`config.mk`:
```
export PLATFORM = sky130hd
export DESIGN_NAME = led_target_generator
export DESIGN_NICKNAME = d
export VERILOG_FILES = /design/src/rtl/led_target_generator.sv
export SDC_FILE = /design/constraint.sdc
export NUM_CORES = 1
export LEC_CHECK = 0
export CORE_MARGIN = 10
export CORE_UTILIZATION = 62
export DETAILED_ROUTE_END_ITERATION = 10
export PLACE_DENSITY = 0.85
export SYNTH_ARGS = -nofsm -noshare
export SYNTH_HDL_FRONTEND = slang
export SYNTH_SLANG_ARGS = --single-unit
```
`constraint.sdc`:
```
create_clock -name clk -period 9.8 [get_ports clk]
set_clock_uncertainty 0.05 [all_clocks]
set_input_delay 1.96 -clock clk [delete_from_list [all_inputs] [get_ports clk]]
set_output_delay 1.96 -clock clk [all_outputs]
set_load 0.005 [all_outputs]
```
`src/rtl/led_target_generator.sv`:
```
// Reaction-game target generator: lights one pseudo-random LED per round, reports hit/miss.
// Optional macro SPEEDUP_EN shrinks the lit window every 4 completed rounds.
module led_target_generator #(
   parameter int unsigned NUM_LEDS   = 18,
   parameter int unsigned ON_CYCLES  = 25000000,
   parameter int unsigned GAP_CYCLES = 5000000,
   parameter int unsigned NUM_ROUNDS = 15,
   parameter logic [17:0] LFSR_SEED  = 18'h2B5A1
) (
   input  logic                clk,
   input  logic                reset,
   input  logic                start,
   input  logic [NUM_LEDS-1:0] switches,
   output logic [NUM_LEDS-1:0] leds,
   output logic [4:0]          target_idx,
   output logic [4:0]          round_num,
   output logic                hit_pulse,
   output logic                miss_pulse,
   output logic                busy,
   output logic                game_over
);

   localparam int unsigned MAX_CYC = (ON_CYCLES > GAP_CYCLES) ? ON_CYCLES : GAP_CYCLES;
   localparam int unsigned TW      = $clog2(MAX_CYC + 1);

   typedef enum logic [1:0] {IDLE, SHOW, GAP, DONE} state_t;

   state_t              r_state;
   logic [17:0]         r_lfsr;
   logic [TW-1:0]       r_timer;
   logic [4:0]          r_prev_idx;
   logic [NUM_LEDS-1:0] r_sw_meta;
   logic [NUM_LEDS-1:0] r_sw_s;
   logic [NUM_LEDS-1:0] r_sw_d;

   logic [NUM_LEDS-1:0] w_rise;
   logic                w_target_rise;
   logic [5:0]          w_v;
   logic [4:0]          w_fold;
   logic [4:0]          w_pick;
   logic [TW-1:0]       w_on_last;

   assign w_rise        = r_sw_s & ~r_sw_d;
   // leds is the one-hot target while in SHOW, so it doubles as the rise select mask
   assign w_target_rise = |(w_rise & leds);

   always_comb begin
      w_v    = {1'b0, r_lfsr[4:0]};
      w_fold = (w_v < 6'(NUM_LEDS)) ? r_lfsr[4:0] : 5'(w_v - 6'(NUM_LEDS));
      w_pick = w_fold;
      if (w_fold == r_prev_idx)
         w_pick = (r_prev_idx == 5'(NUM_LEDS - 1)) ? '0 : r_prev_idx + 5'd1;
   end

`ifdef SPEEDUP_EN
   logic [TW-1:0] w_window;
   logic [31:0]   w_shift;

   always_comb begin
      w_shift   = ON_CYCLES >> round_num[4:2];
      w_window  = (w_shift == '0) ? TW'(1) : TW'(w_shift);
      w_on_last = w_window - TW'(1);
   end
`else
   assign w_on_last = TW'(ON_CYCLES - 1);
`endif

   always_ff @(posedge clk or posedge reset) begin
      if (reset) begin
         r_state    <= IDLE;
         r_lfsr     <= LFSR_SEED;
         r_timer    <= '0;
         r_prev_idx <= '0;
         r_sw_meta  <= '0;
         r_sw_s     <= '0;
         r_sw_d     <= '0;
         leds       <= '0;
         target_idx <= '0;
         round_num  <= '0;
         hit_pulse  <= 1'b0;
         miss_pulse <= 1'b0;
         busy       <= 1'b0;
         game_over  <= 1'b0;
      end else begin
         r_lfsr     <= {r_lfsr[16:0], r_lfsr[17] ^ r_lfsr[10]};
         r_sw_meta  <= switches;
         r_sw_s     <= r_sw_meta;
         r_sw_d     <= r_sw_s;
         hit_pulse  <= 1'b0;
         miss_pulse <= 1'b0;

         case (r_state)
            IDLE, DONE: begin
               if (start) begin
                  round_num  <= '0;
                  target_idx <= w_pick;
                  leds       <= NUM_LEDS'(1) << w_pick;
                  r_timer    <= '0;
                  busy       <= 1'b1;
                  game_over  <= 1'b0;
                  r_state    <= SHOW;
               end
            end

            SHOW: begin
               if (w_target_rise || (r_timer == w_on_last)) begin
                  // a hit on the final cycle of the window takes priority over the timeout
                  hit_pulse  <= w_target_rise;
                  miss_pulse <= ~w_target_rise;
                  leds       <= '0;
                  r_timer    <= '0;
                  round_num  <= round_num + 5'd1;
                  r_prev_idx <= target_idx;
                  r_state    <= GAP;
               end else begin
                  r_timer <= r_timer + TW'(1);
               end
            end

            GAP: begin
               if (r_timer == TW'(GAP_CYCLES - 1)) begin
                  if (round_num == 5'(NUM_ROUNDS)) begin
                     busy      <= 1'b0;
                     game_over <= 1'b1;
                     r_state   <= DONE;
                  end else begin
                     target_idx <= w_pick;
                     leds       <= NUM_LEDS'(1) << w_pick;
                     r_timer    <= '0;
                     r_state    <= SHOW;
                  end
               end else begin
                  r_timer <= r_timer + TW'(1);
               end
            end

            default: r_state <= IDLE;
         endcase
      end
   end

endmodule

```
==> summary.md, run 1 <==
The flow ran to the end, and the final reports show no timing, DRC or antenna violations. The total of warnings raised by yosys is 0, and the layout cell share with drive strength beyond 1 is 0.125. The tools report the number of pins exceeding their max-slew limit in the final report as 0. The type of element capturing the critical path was a flop. The number of antenna diodes in the final layout is 0. After floorplanning, the core was divided into 35 placement rows. Setup repair after global routing left no endpoint under its margin. The relative slew slack was 0.284; the post-synthesis async set-or-reset flop share was 1.00.

In the routed layout, each cell is associated on average with a via count of 6.21. The logs give 0 for the remaining design rule violation count and 6.15 ns for the flop-to-flop setup slack. Number of maximum-capacitance constraint violations: 0. For this design the static power due to leakage is 2.94 nW. OpenSTA, run right after detailed placement, puts the worst setup slack at 5.19 ns. The share of Yosys cell area claimed by the top area cell type works out to 0.540.

Counting flops with a built-in enable in the synthesized netlist gives 0. The worst hold path cell count works out to 0. In the synthesized netlist, the cells that appear most often are dfrtp_1, nand2_1, nor2_1, a21oi_1, nand3_1. Across all layers, the routed design uses 4341 vias. The gate count after technology mapping is 505, and the count of port buffers added during placement is 52.

In this run the worst path has a maximum fanout of 10. When the netlist entered floorplanning its net count stood at 535. The area growth from synthesis to layout is 19.1%. The maximum clock frequency came out at 0.231 GHz. For the data arrival time of the critical path, the log shows 4.65 ns.

In this run, the number of DRC markers left after iteration 0 of detailed routing was 464. The run gives 5 as the iteration count of the initial detailed-routing pass. The worst setup path is launched from an input port. Cell with the most instances after synthesis: dfrtp_1. Number of nets at the end of the flow: 587. Counting distinct cell types in the post-synthesis netlist gives 63. In this run the critical register-to-register path is launched from r_lfsr[1]. The worst-margin pin slew was 1.06 ns.

dfrtp_1 takes more of the synthesized area than any other cell. The worst setup path category was input port to flop. The global-route wire length before repair is 23700 µm.

The run gives 0.637 as the effective utilization at floorplan. The tools report the quantity of gates resized following cts as 0. The total wire length after detailed routing came out at 14200 µm. After detailed routing, the average wire length per cell comes to 20.3 µm.

The core region is 9240 µm². Per-instance average area after synthesis: 11.6 µm². Number of inserted filler cells in the final layout: 590. In the post-synthesis netlist, the biggest area contributors are dfrtp_1, dfstp_2, mux2_2. The aggregate global-route resource usage was 0.208; the worst path setup slack after routing was 5.47 ns.

The clock reaches the later pin of the worst-skew pair after 0.53 ns. The multi-input combinational cells in the finished layout cover a total of 2290 µm². The largest net degree at the start of global routing is 75, and the die span in y is 117 µm. The logs give 0 for the number of endpoints with negative hold slack in the final report and 3410 µm² for the flip-flop and latch area. The endpoint of the most critical register-to-register path is leds[4]. In this run the power density over the cells is 252 nW/µm². The width of the die was 117 µm. Master cell of the clock root buffer: clkbuf_8.

The hold buffer count at CTS is 0, and the global placement routability congestion is 0.907. After clock tree synthesis, the clock-pin slew on the worst setup and hold paths is 0.06 ns. The mapped netlist covers 5880 µm².

The period utilization was 0.442. Data on the critical path is required at its endpoint by 10.12 ns. The flop and latch count out of synthesis was 136; the TritonCTS sink count was 136. For this design the top-level I/O count stands at 53. In this run the number of H-tree levels came out at 4. The path category of the worst min-delay check was flop to flop. Once detailed placement completed, the half-perimeter wirelength came to 9200 µm. TritonCTS built the clock tree.

The part of the Yosys area used for sequential elements was 0.581; the area of the die was 13800 µm². The run gives 0 as the initial antenna violation count. After detailed placement, the design holds a cell count of 667. For this run, the leading register cell type out of synthesis is dfrtp_1. The tools report the final setup violation count as 0.

The logs give 4498 for the via count of the first global-routing pass and 0.198 mV for the worst supply voltage drop on vdd. The number of buffers on the longest clock path was 2; the number of non-filler instances in the completed layout was 699. The number of cells on the worst reg-to-reg path is 8. The tools report the final core area utilization as 0.758.

The post-CTS repair timing setup buffer count is 0, and the number of clock buffers inserted by TritonCTS is 17. The detail route stage leaves a number of antenna-violating nets equal to 0. In this run the most critical hold path is launched from r_sw_meta[1]. The smallest clock period supported by the final layout is computed as 4.33 ns. For hold timing, the worst endpoint is r_sw_s[1].

The total congestion overflow came out at 0. The run gives 0 ns as the setup total negative slack.
==> critical path, stage by stage <==
cell             delay [ns]
clkdlybuf4s50_1        0.48
nor2b_1                0.60
nor3_1                 0.11
a31oi_1                0.45
or4_1                  0.20
a2bb2oi_1              0.64
o2bb2ai_1              0.20
==> sequential cells by signal, summed over array words and instances (netlist names) <==
| register | count |
|---|---|
| r_sw_meta | 18 |
| leds | 18 |
| game_over | 1 |
| busy | 1 |
| target_idx | 5 |
| miss_pulse | 1 |
| r_lfsr | 18 |
| r_sw_d | 18 |
| hit_pulse | 1 |
| round_num | 5 |
| r_state | 2 |
| r_sw_s | 18 |
| r_prev_idx | 5 |
| r_timer | 25 |
==> cells by family (layout without fill, tap and decap cells) <==
| family | count (synthesis) | in the layout | share of synthesized area |
|---|---|---|---|
| xor gates and xnor gates | 19 | 19 | 0.0283 |
| AOI/OAI and AO/OA | 95 | 95 | 0.113 |
| adders and majority gates | 9 | 9 | 0.0191 |
| DFF | 136 | 136 | 0.581 |
| and+or+nand+nor | 176 | 176 | 0.170 |
| muxes | 32 | 32 | 0.0598 |
| buffers and inverters | 38 | 103 | 0.0298 |
==> area by class of cell <==
type	count	area share
repair buffers	54	0.0764
flip-flops and latches	136	0.487
clock inverters	13	0.0152
inverters	17	0.00946
well taps	129	0.0230
clock buffers	19	0.0616
multi-input cells	331	0.327
==> per-stage QoR <==
stage                     instance area, µm²  hold slack, ns  power (mW)
after floorplan                         5880           0.281        1.03
after CTS                               7010           0.300        1.76
after global routing                    7010           0.307        1.86
after global placement                  6470           0.281        1.14
final                                   7010           0.299        1.77
after detailed placement                6470           0.286        1.17
==> placed cells by master, fill, tap and decap left out, types with 11 or more instances in the layout <==
cell type / netlist / final
clkdlybuf4s50_1: 0 / 52
mux2_2: 15 / 15
a21oi_1: 24 / 24
nand4_1: 11 / 11
dfrtp_1: 127 / 127
nand2_1: 33 / 33
mux2i_1: 16 / 16
clkbuf_16: 0 / 16
nand3_1: 23 / 23
nand3b_1: 18 / 18
nor2_1: 27 / 27
o21ai_0: 16 / 16
inv_1: 17 / 16
o2bb2ai_1: 16 / 16
==> per-layer routing <==
layer | track usage | vias up | share of wire
li1 | - | 1956 | -
met4 | 0.0782 | 0 | 0.019
met5 | 0 | - | 0
met3 | 0.0628 | 31 | 0.075
met1 | 0.268 | 2168 | 0.44
met2 | 0.323 | 186 | 0.47
==> power by group <==
| group | total, mW | internal, mW | switching (mW) | leakage [nW] |
|---|---|---|---|---|
| Clock | 0.588 | 0.324 | 0.264 | 0.257 |
| Combinational | 0.521 | 0.194 | 0.327 | 0.964 |
| Sequential | 0.658 | 0.609 | 0.0491 | 1.72 |
==> worst max path at each step <==
stage          start  endpoint  slack, ns  cells past startpoint
3_3_place_gp   start   leds[5]       5.32                      7
3_5_place_dp   start   leds[4]       5.19                      7
2_1_floorplan  reset      busy       4.17                      1
4_1_cts        start   leds[4]       5.58                      7
5_1_grt        start   leds[4]       5.46                      7
6_report       start   leds[4]       5.47                      7
No activity file was read; power rests on OpenSTA's default activity.
==> inputs of run 2 (changes only) <==
--- a/config.mk
+++ b/config.mk
@@ -6,9 +6,9 @@
 export NUM_CORES = 1
 export LEC_CHECK = 0
 export CORE_MARGIN = 10
-export CORE_UTILIZATION = 62
+export CORE_UTILIZATION = 57
 export DETAILED_ROUTE_END_ITERATION = 10
-export PLACE_DENSITY = 0.85
+export PLACE_DENSITY = 0.79
 export SYNTH_ARGS = -nofsm -noshare
 export SYNTH_HDL_FRONTEND = slang
 export SYNTH_SLANG_ARGS = --single-unit
==> constraint.sdc (replaced) <==
create_clock -name clk -period 4 [get_ports clk]
set_clock_uncertainty 0.05 [all_clocks]
set_input_delay 0.8 -clock clk [delete_from_list [all_inputs] [get_ports clk]]
set_output_delay 0.8 -clock clk [all_outputs]
set_load 0.005 [all_outputs]
==> summary.md, run 2 (same netlist as run 1, synthesis figures left out) <==
Worst path setup slack after routing: 0.844 ns (-4.62 ns). The aggregate global-route resource usage was 0.190 (-0.0182); the iteration count of the initial detailed-routing pass was 5 (unchanged). The tools report the number of inserted filler cells in the final layout as 733 (+24%). The relative slew slack is 0.277 (-0.00694), and the worst setup slack after placement is 0.866 ns (-4.32 ns). The peak per-stage delay on the critical path is 0.75 ns (+0.11 ns). The area growth from synthesis to final layout is 21.0%, and the power after layout is 4.49 mW (+150%).

The die span in y is 122 µm (+3.6%), and the number of buffers on the longest clock path is 2 (unchanged). The critical-path maximum fanout works out to 8 (-2). The number of flip-flops under the largest register name was 25 (unchanged). The path with the worst hold slack has its endpoint at r_sw_s[15].

The number of core rows was 37 (+5.7%). The remaining antenna violation count was 0 (unchanged); the cell count of the worst reg-to-reg path was 8 (unchanged). Largest net degree at the start of global routing: 69 (-8.0%).

The setup total negative slack came out at 0 ns (unchanged). The tools report the worst supply voltage drop on vdd as 0.352 mV (+77%). Quantity of gates resized following cts: 0 (unchanged). Broken down by cell family, the worst path's largest delay share belongs to multiplexers. TritonCTS built the clock tree.

The worst hold path cell count is 0 (unchanged), and the critical path required time is 4.31 ns (-5.81 ns). The run finished with clean final reports. The routed length per instance was 19.2 µm (-5.5%). The total core area was 10200 µm² (+10%); the time the final worst path needs with I/O delays and setup was 3.16 ns. The global placement routability congestion is 0.902 (-0.56%), and the number of I/O pins is 53 (unchanged). The via density per instance is 6.07 (-2.2%), and the final worst hold slack is 0.297 ns (-0.00157 ns). The worst setup path is of the flop to flop kind. The run gives 0.578 (-0.0590) as the effective utilization at floorplan. Walking the worst path, the cells encountered are inv_1 -> ha_1 -> inv_1 -> o21ai_1 -> mux4_2 -> nor2_2 -> mux2i_1 -> o2bb2ai_1. The total wire length after detailed routing is 13600 µm (-4.2%). Largest register by flop count: r_timer.

The number of buffers and inverters on the critical path was 2 (+1); the remaining design rule violation count was 0 (unchanged). The maximum level of the CTS H-tree is 4 (unchanged), and the TritonCTS sink count is 136 (unchanged). Most common cell after layout, fill and taps aside: dfrtp_1. The total congestion overflow came out at 0 (unchanged).

The path class of the tightest hold or removal check is flop to flop. For this design, the slowest cell found on the critical path is mux2i_1. The run gives 0 (unchanged) as the number of pins exceeding their max-slew limit in the final report.

The startpoint identified for the worst hold timing path is r_sw_meta[15]. The number of nets at the end of the flow came out at 590 (+0.51%). The total via count in the routed design was 4305 (-0.83%); the final design area excluding fillers was 7120 µm² (+1.6%). The number of maximum-capacitance constraint violations came out at 0 (unchanged). The width of the die works out to 122 µm (+3.6%). Number of endpoints with negative hold slack in the final report: 0 (unchanged). For the number of clock buffers inserted by TritonCTS, the log shows 17 (unchanged).

The tools report the launch point of the worst reg-to-reg path as r_lfsr[1]. The logs give 2.98 nW (+1.5%) for the leakage power total and 0 (unchanged) for the number of inserted diodes. The count of port buffers added during placement came out at 52 (unchanged).

The via count of the first global-routing pass is 4302 (-4.4%), and the layout cell share with drive strength beyond 1 is 0.129 (+0.00458). The clock edge transition at the registers on the reported setup and hold paths came out at 0.06 ns (about the same). The cell with the most instances on the worst path is inv_1. The worst-margin pin slew is 1.07 ns (+0.00516 ns), and the final setup violation count is 0 (unchanged). The run gives 0 (unchanged) as the post-CTS repair timing setup buffer count.

The global-route wire length before repair is 22300 µm (-5.7%). The flop-to-flop setup slack is 0.84 ns (-5.31 ns), and the placed instance area is 6520 µm² (+0.70%). The run gives 14800 µm² (+7.3%) as the area of the die.

The period utilization works out to 0.789. The half-perimeter wire length of the detailed placement result was 9220 µm (+0.26%). For this run, the top clock speed supported by timing is 0.317 GHz. The worst setup path is captured at a flop. For the hold buffer count at CTS, the log shows 0 (unchanged). The startpoint kind of the worst setup timing path was a flop. In the layout the commonest cells are dfrtp_1, clkdlybuf4s50_1, nand2_1.

Setup repair after global routing left no endpoint under its margin. The later-pin clock latency in the skew report was 0.52 ns (about the same); the number of violations reported at the end of detailed-routing iteration 0 was 497 (+7.1%). For the initial antenna violation count, the log shows 0 (unchanged). The data arrival time of the critical path was 3.47 ns (-1.18 ns); the total power divided by cell area was 630 nW/µm² (+150%). In this run the clock root is driven by a clkbuf_8.

In this run the critical register-to-register path is captured at leds[15].
## run 2: cell count changes in the layout (fill, tap and decap cells not counted), sizes merged
cell      delta
clkinvlp     +1
buf          +3
clkbuf       -1
inv          -3
bufinv       +3
## run 2: layout make-up
class,instances,area (µm²),area share
repair buffers,57,571,0.0802
clock inverters,14,185,0.0260
multi-input cells,331,2290,0.322
flip-flops and latches,136,3410,0.480
well taps,136,170,0.0239
clock buffers,18,418,0.0587
inverters,17,67.6,0.00949
## run 2: routing by layer
metal,share of wire,up-vias,track usage
met1,0.45,2134,0.258
met2,0.46,178,0.286
met3,0.071,25,0.0467
met5,0,-,0
li1,-,1968,-
met4,0.018,0,0.0812
## run 2: worst max path at each step
| stage | slack [ns] | cells after the start | from | to |
|---|---|---|---|---|
| after floorplan | 1.29 | 10 | r_lfsr[1] | target_idx[3] |
| after global placement | 0.89 | 7 | start | leds[5] |
| after detailed placement | 0.87 | 7 | start | leds[15] |
| after CTS | 0.84 | 8 | r_lfsr[1] | leds[15] |
| after global routing | 0.59 | 8 | r_lfsr[1] | leds[15] |
| final | 0.84 | 8 | r_lfsr[1] | leds[15] |
## run 2: through the flow
step,std cells,utilization
2_1_floorplan,505,-
3_3_place_gp,677,0.640
3_5_place_dp,677,0.640
4_1_cts,709,0.699
5_1_grt,709,0.699
6_report,709,0.699
## run 2: power by group
| group | internal (mW) | total [mW] | switching, mW |
|---|---|---|---|
| clock network | 0.966 | 1.60 | 0.630 |
| logic | 0.485 | 1.28 | 0.797 |
| registers | 1.49 | 1.61 | 0.119 |
==> inputs of run 3 (changes only) <==
==> constraint.sdc (replaced) <==
create_clock -name clk -period 3 [get_ports clk]
set_clock_uncertainty 0.05 [all_clocks]
set_input_delay 0.6 -clock clk [delete_from_list [all_inputs] [get_ports clk]]
set_output_delay 0.6 -clock clk [all_outputs]
set_load 0.005 [all_outputs]
==> summary.md, run 3 (same netlist as run 1, synthesis figures left out) <==
The run finished with clean final reports. For the aggregate global-route resource usage, the log shows 0.195 (+0.00490). The logs give 10200 µm² (unchanged) for the total core area and 0 (unchanged) for the quantity of gates resized following cts. TritonCTS built the clock tree. The number of flip-flops under the largest register name is 25 (unchanged). The run gives 0 (unchanged) as the post-CTS repair timing setup buffer count. The logs give 0 (unchanged) for the number of inserted diodes and 4371 (+1.5%) for the total via count in the routed design. The period utilization was 0.958 (+0.169); the peak per-stage delay on the critical path was 0.69 ns (-0.06 ns). The endpoint identified for the worst register-to-register timing path is leds[1].

The maximum level of the CTS H-tree came out at 4 (unchanged). The run gives 0 (unchanged) as the number of maximum-capacitance constraint violations. For the iteration count of the initial detailed-routing pass, the log shows 6 (+1). The number of buffers and inverters on the critical path works out to 1 (-1). The largest register by flop count was r_timer. The half-perimeter wire length of the detailed placement result is 9250 µm (+0.26%).

The signal on the critical path passes through or4b_2 -> nor3b_1 -> a31oi_1 -> or4_1 -> a2bb2oi_1 -> buf_4 -> o2bb2ai_1. The number of clock buffers inserted by TritonCTS came out at 17 (unchanged). For the maximum clock frequency, the log shows 0.348 GHz (+9.8%).

Routed length per instance: 19.0 µm (-1.1%). The library cell contributing the largest single delay on the critical path was or4b_2. The combinational group share of total power was 0.304 (+0.018); the part of the power in the clock network was 0.334 (-0.022).

The number of endpoints with negative hold slack in the final report is 0 (unchanged), and the worst-margin pin slew is 0.631 ns (-0.439 ns). The largest net degree at the start of global routing came out at 82 (+19%). The global placement routability congestion was 0.908 (+0.67%). The area of the die is 14800 µm² (unchanged), and the number of violations reported at the end of detailed-routing iteration 0 is 417 (-16%).

The tools report the setup total negative slack as 0 ns (unchanged). The tools report the register share of total power as 0.362 (+0.003). The number of core rows came out at 37 (unchanged). Leaving out fill and tap cells, the most frequent cells in the layout are dfrtp_1, clkdlybuf4s50_1, nand2_1. The total wire length after detailed routing was 13700 µm (+0.89%).

The critical path starts at r_timer[16]. The cell count of the worst reg-to-reg path was 7 (-1). The final setup violation count came out at 0 (unchanged). The tools report the remaining antenna violation count as 0 (unchanged). Capture point of the critical path: leds[1].

The run gives 0 (unchanged) as the hold buffer count at CTS. The reported net switching power is 2.07 mW (+34%). The master cell of the clock root buffer is clkbuf_8. Remaining design rule violation count: 0 (unchanged). For the TritonCTS sink count, the log shows 136 (unchanged). Setup repair after global routing left no endpoint under its margin. The logs give 0.574 mV (+63%) for the worst supply voltage drop on vdd and 3.83 mW (+30%) for the cell internal power dissipation. The launch point of the worst reg-to-reg path is r_timer[16].

The count of port buffers added during placement came out at 52 (unchanged). The width of the die came out at 122 µm (unchanged). Leaving out fill and tap cells, the most frequent cell in the layout is dfrtp_1. The path category of the worst min-delay check was flop to flop. The critical path depth in cells works out to 7 (-1). Total power divided by cell area: 822 nW/µm² (+30%). The worst setup path category was flop to flop.

The run gives 3.04 nW (+1.9%) as the leakage power total. The worst setup path is launched from a flop. The global-route wire length before repair came out at 22900 µm (+2.4%). The number of I/O pins was 53 (unchanged). The final worst hold slack came out at 0.298 ns (+0.00122 ns). The die span in y works out to 122 µm (unchanged). Relative slew slack: 0.580 (+0.302).

The critical path required time was 3.37 ns (-0.94 ns). The number of pins exceeding their max-slew limit in the final report came out at 0 (unchanged). The effective utilization at floorplan came out at 0.578 (unchanged). The cell family contributing the most delay on the critical path is simple AND/OR/NAND/NOR gates. From synthesis to final layout, the design area changed by 22.2%. The critical-path maximum fanout was 8 (unchanged).

Time the final worst path needs with I/O delays and setup: 2.88 ns (-0.281 ns). The tools report the number of buffers on the longest clock path as 2 (unchanged). The flop-to-flop setup slack is 0.12 ns (-0.72 ns), and the clock edge transition at the registers on the reported setup and hold paths is 0.06 ns (about the same). The via density per instance is 6.05 (-0.43%), and the later-pin clock latency in the skew report is 0.52 ns (about the same).

The net switching share of the total power is 0.351 (+0.00641), and the initial antenna violation count is 0 (unchanged). The number of nets at the end of the flow is 604 (+2.4%). The tools report the total congestion overflow as 0 (unchanged). The tools report the type of element capturing the critical path as a flop. The logs give 4481 (+4.2%) for the via count of the first global-routing pass and 3.25 ns (-0.22 ns) for the data arrival time of the critical path.

The layout cell share with drive strength beyond 1 came out at 0.152 (+0.0225).
## run 3: changes by cell type in the layout (fill, tap and decap cells not counted), sizes merged
cell / before / now
buf: 5 / 19
bufinv: 3 / 1
clkinv: 2 / 5
clkinvlp: 4 / 3
## run 3: routing by layer
layer  part of all wire  vias to the layer above  global-route usage
met5                  0                        -                   0
met1               0.44                     2173               0.258
li1                   -                     1999                   -
met4              0.021                        0              0.0835
met2               0.47                      175               0.297
met3              0.070                       24              0.0537
## run 3: power groups by stage
| stage | logic (mW) | clock network [mW] | registers [mW] |
|---|---|---|---|
| floorplan | 1.25 | 0 | 2.12 |
| detailed placement | 1.75 | 0 | 2.17 |
| CTS | 1.79 | 1.99 | 2.14 |
| finish | 1.79 | 1.97 | 2.14 |
| global route | 1.97 | 2.09 | 2.16 |
| global placement | 1.70 | 0 | 2.16 |
## run 3: worst register-to-register path: cells and delay by family, from the launching register on
| family | cells | cell delay, ns |
|---|---|---|
| simple gates | 3 | 1.47 |
| compound gates | 3 | 0.63 |
| buf+inv | 1 | 0.19 |
| flops | 1 | 0.43 |
## run 3: cell type report
cell class,count,area (µm²)
inverters,17,67.6
clock buffers,18,428
multi-input cells,331,2290
flip-flops and latches,136,3410
fillers,720,3000
well taps,136,170
repair buffers,71,676
clock inverters,14,138
## run 3: worst min path at each step
stage	startpoint	to	slack (ns)	depth (start not counted)
2_1_floorplan	r_sw_meta[0]	r_sw_s[0]	0.28	0
6_report	r_sw_meta[8]	r_sw_s[8]	0.30	0
3_5_place_dp	r_sw_meta[9]	r_sw_s[9]	0.28	0
4_1_cts	r_sw_meta[8]	r_sw_s[8]	0.30	0
5_1_grt	r_sw_meta[11]	r_sw_s[11]	0.30	0
3_3_place_gp	r_sw_meta[1]	r_sw_s[1]	0.28	0
## run 3: metrics by stage
| stage | area, µm² | std cells | power [mW] | worst slack [ns] | utilization |
|---|---|---|---|---|---|
| floorplan | 5890 | 505 | 3.37 | 0.294 | - |
| global placement | 6620 | 691 | 3.85 | 0.284 | 0.650 |
| detailed placement | 6620 | 691 | 3.91 | 0.253 | 0.650 |
| CTS | 7190 | 723 | 5.92 | 0.156 | 0.706 |
| global route | 7190 | 723 | 6.21 | 0.0195 | 0.706 |
| finish | 7190 | 723 | 5.91 | 0.125 | 0.706 |
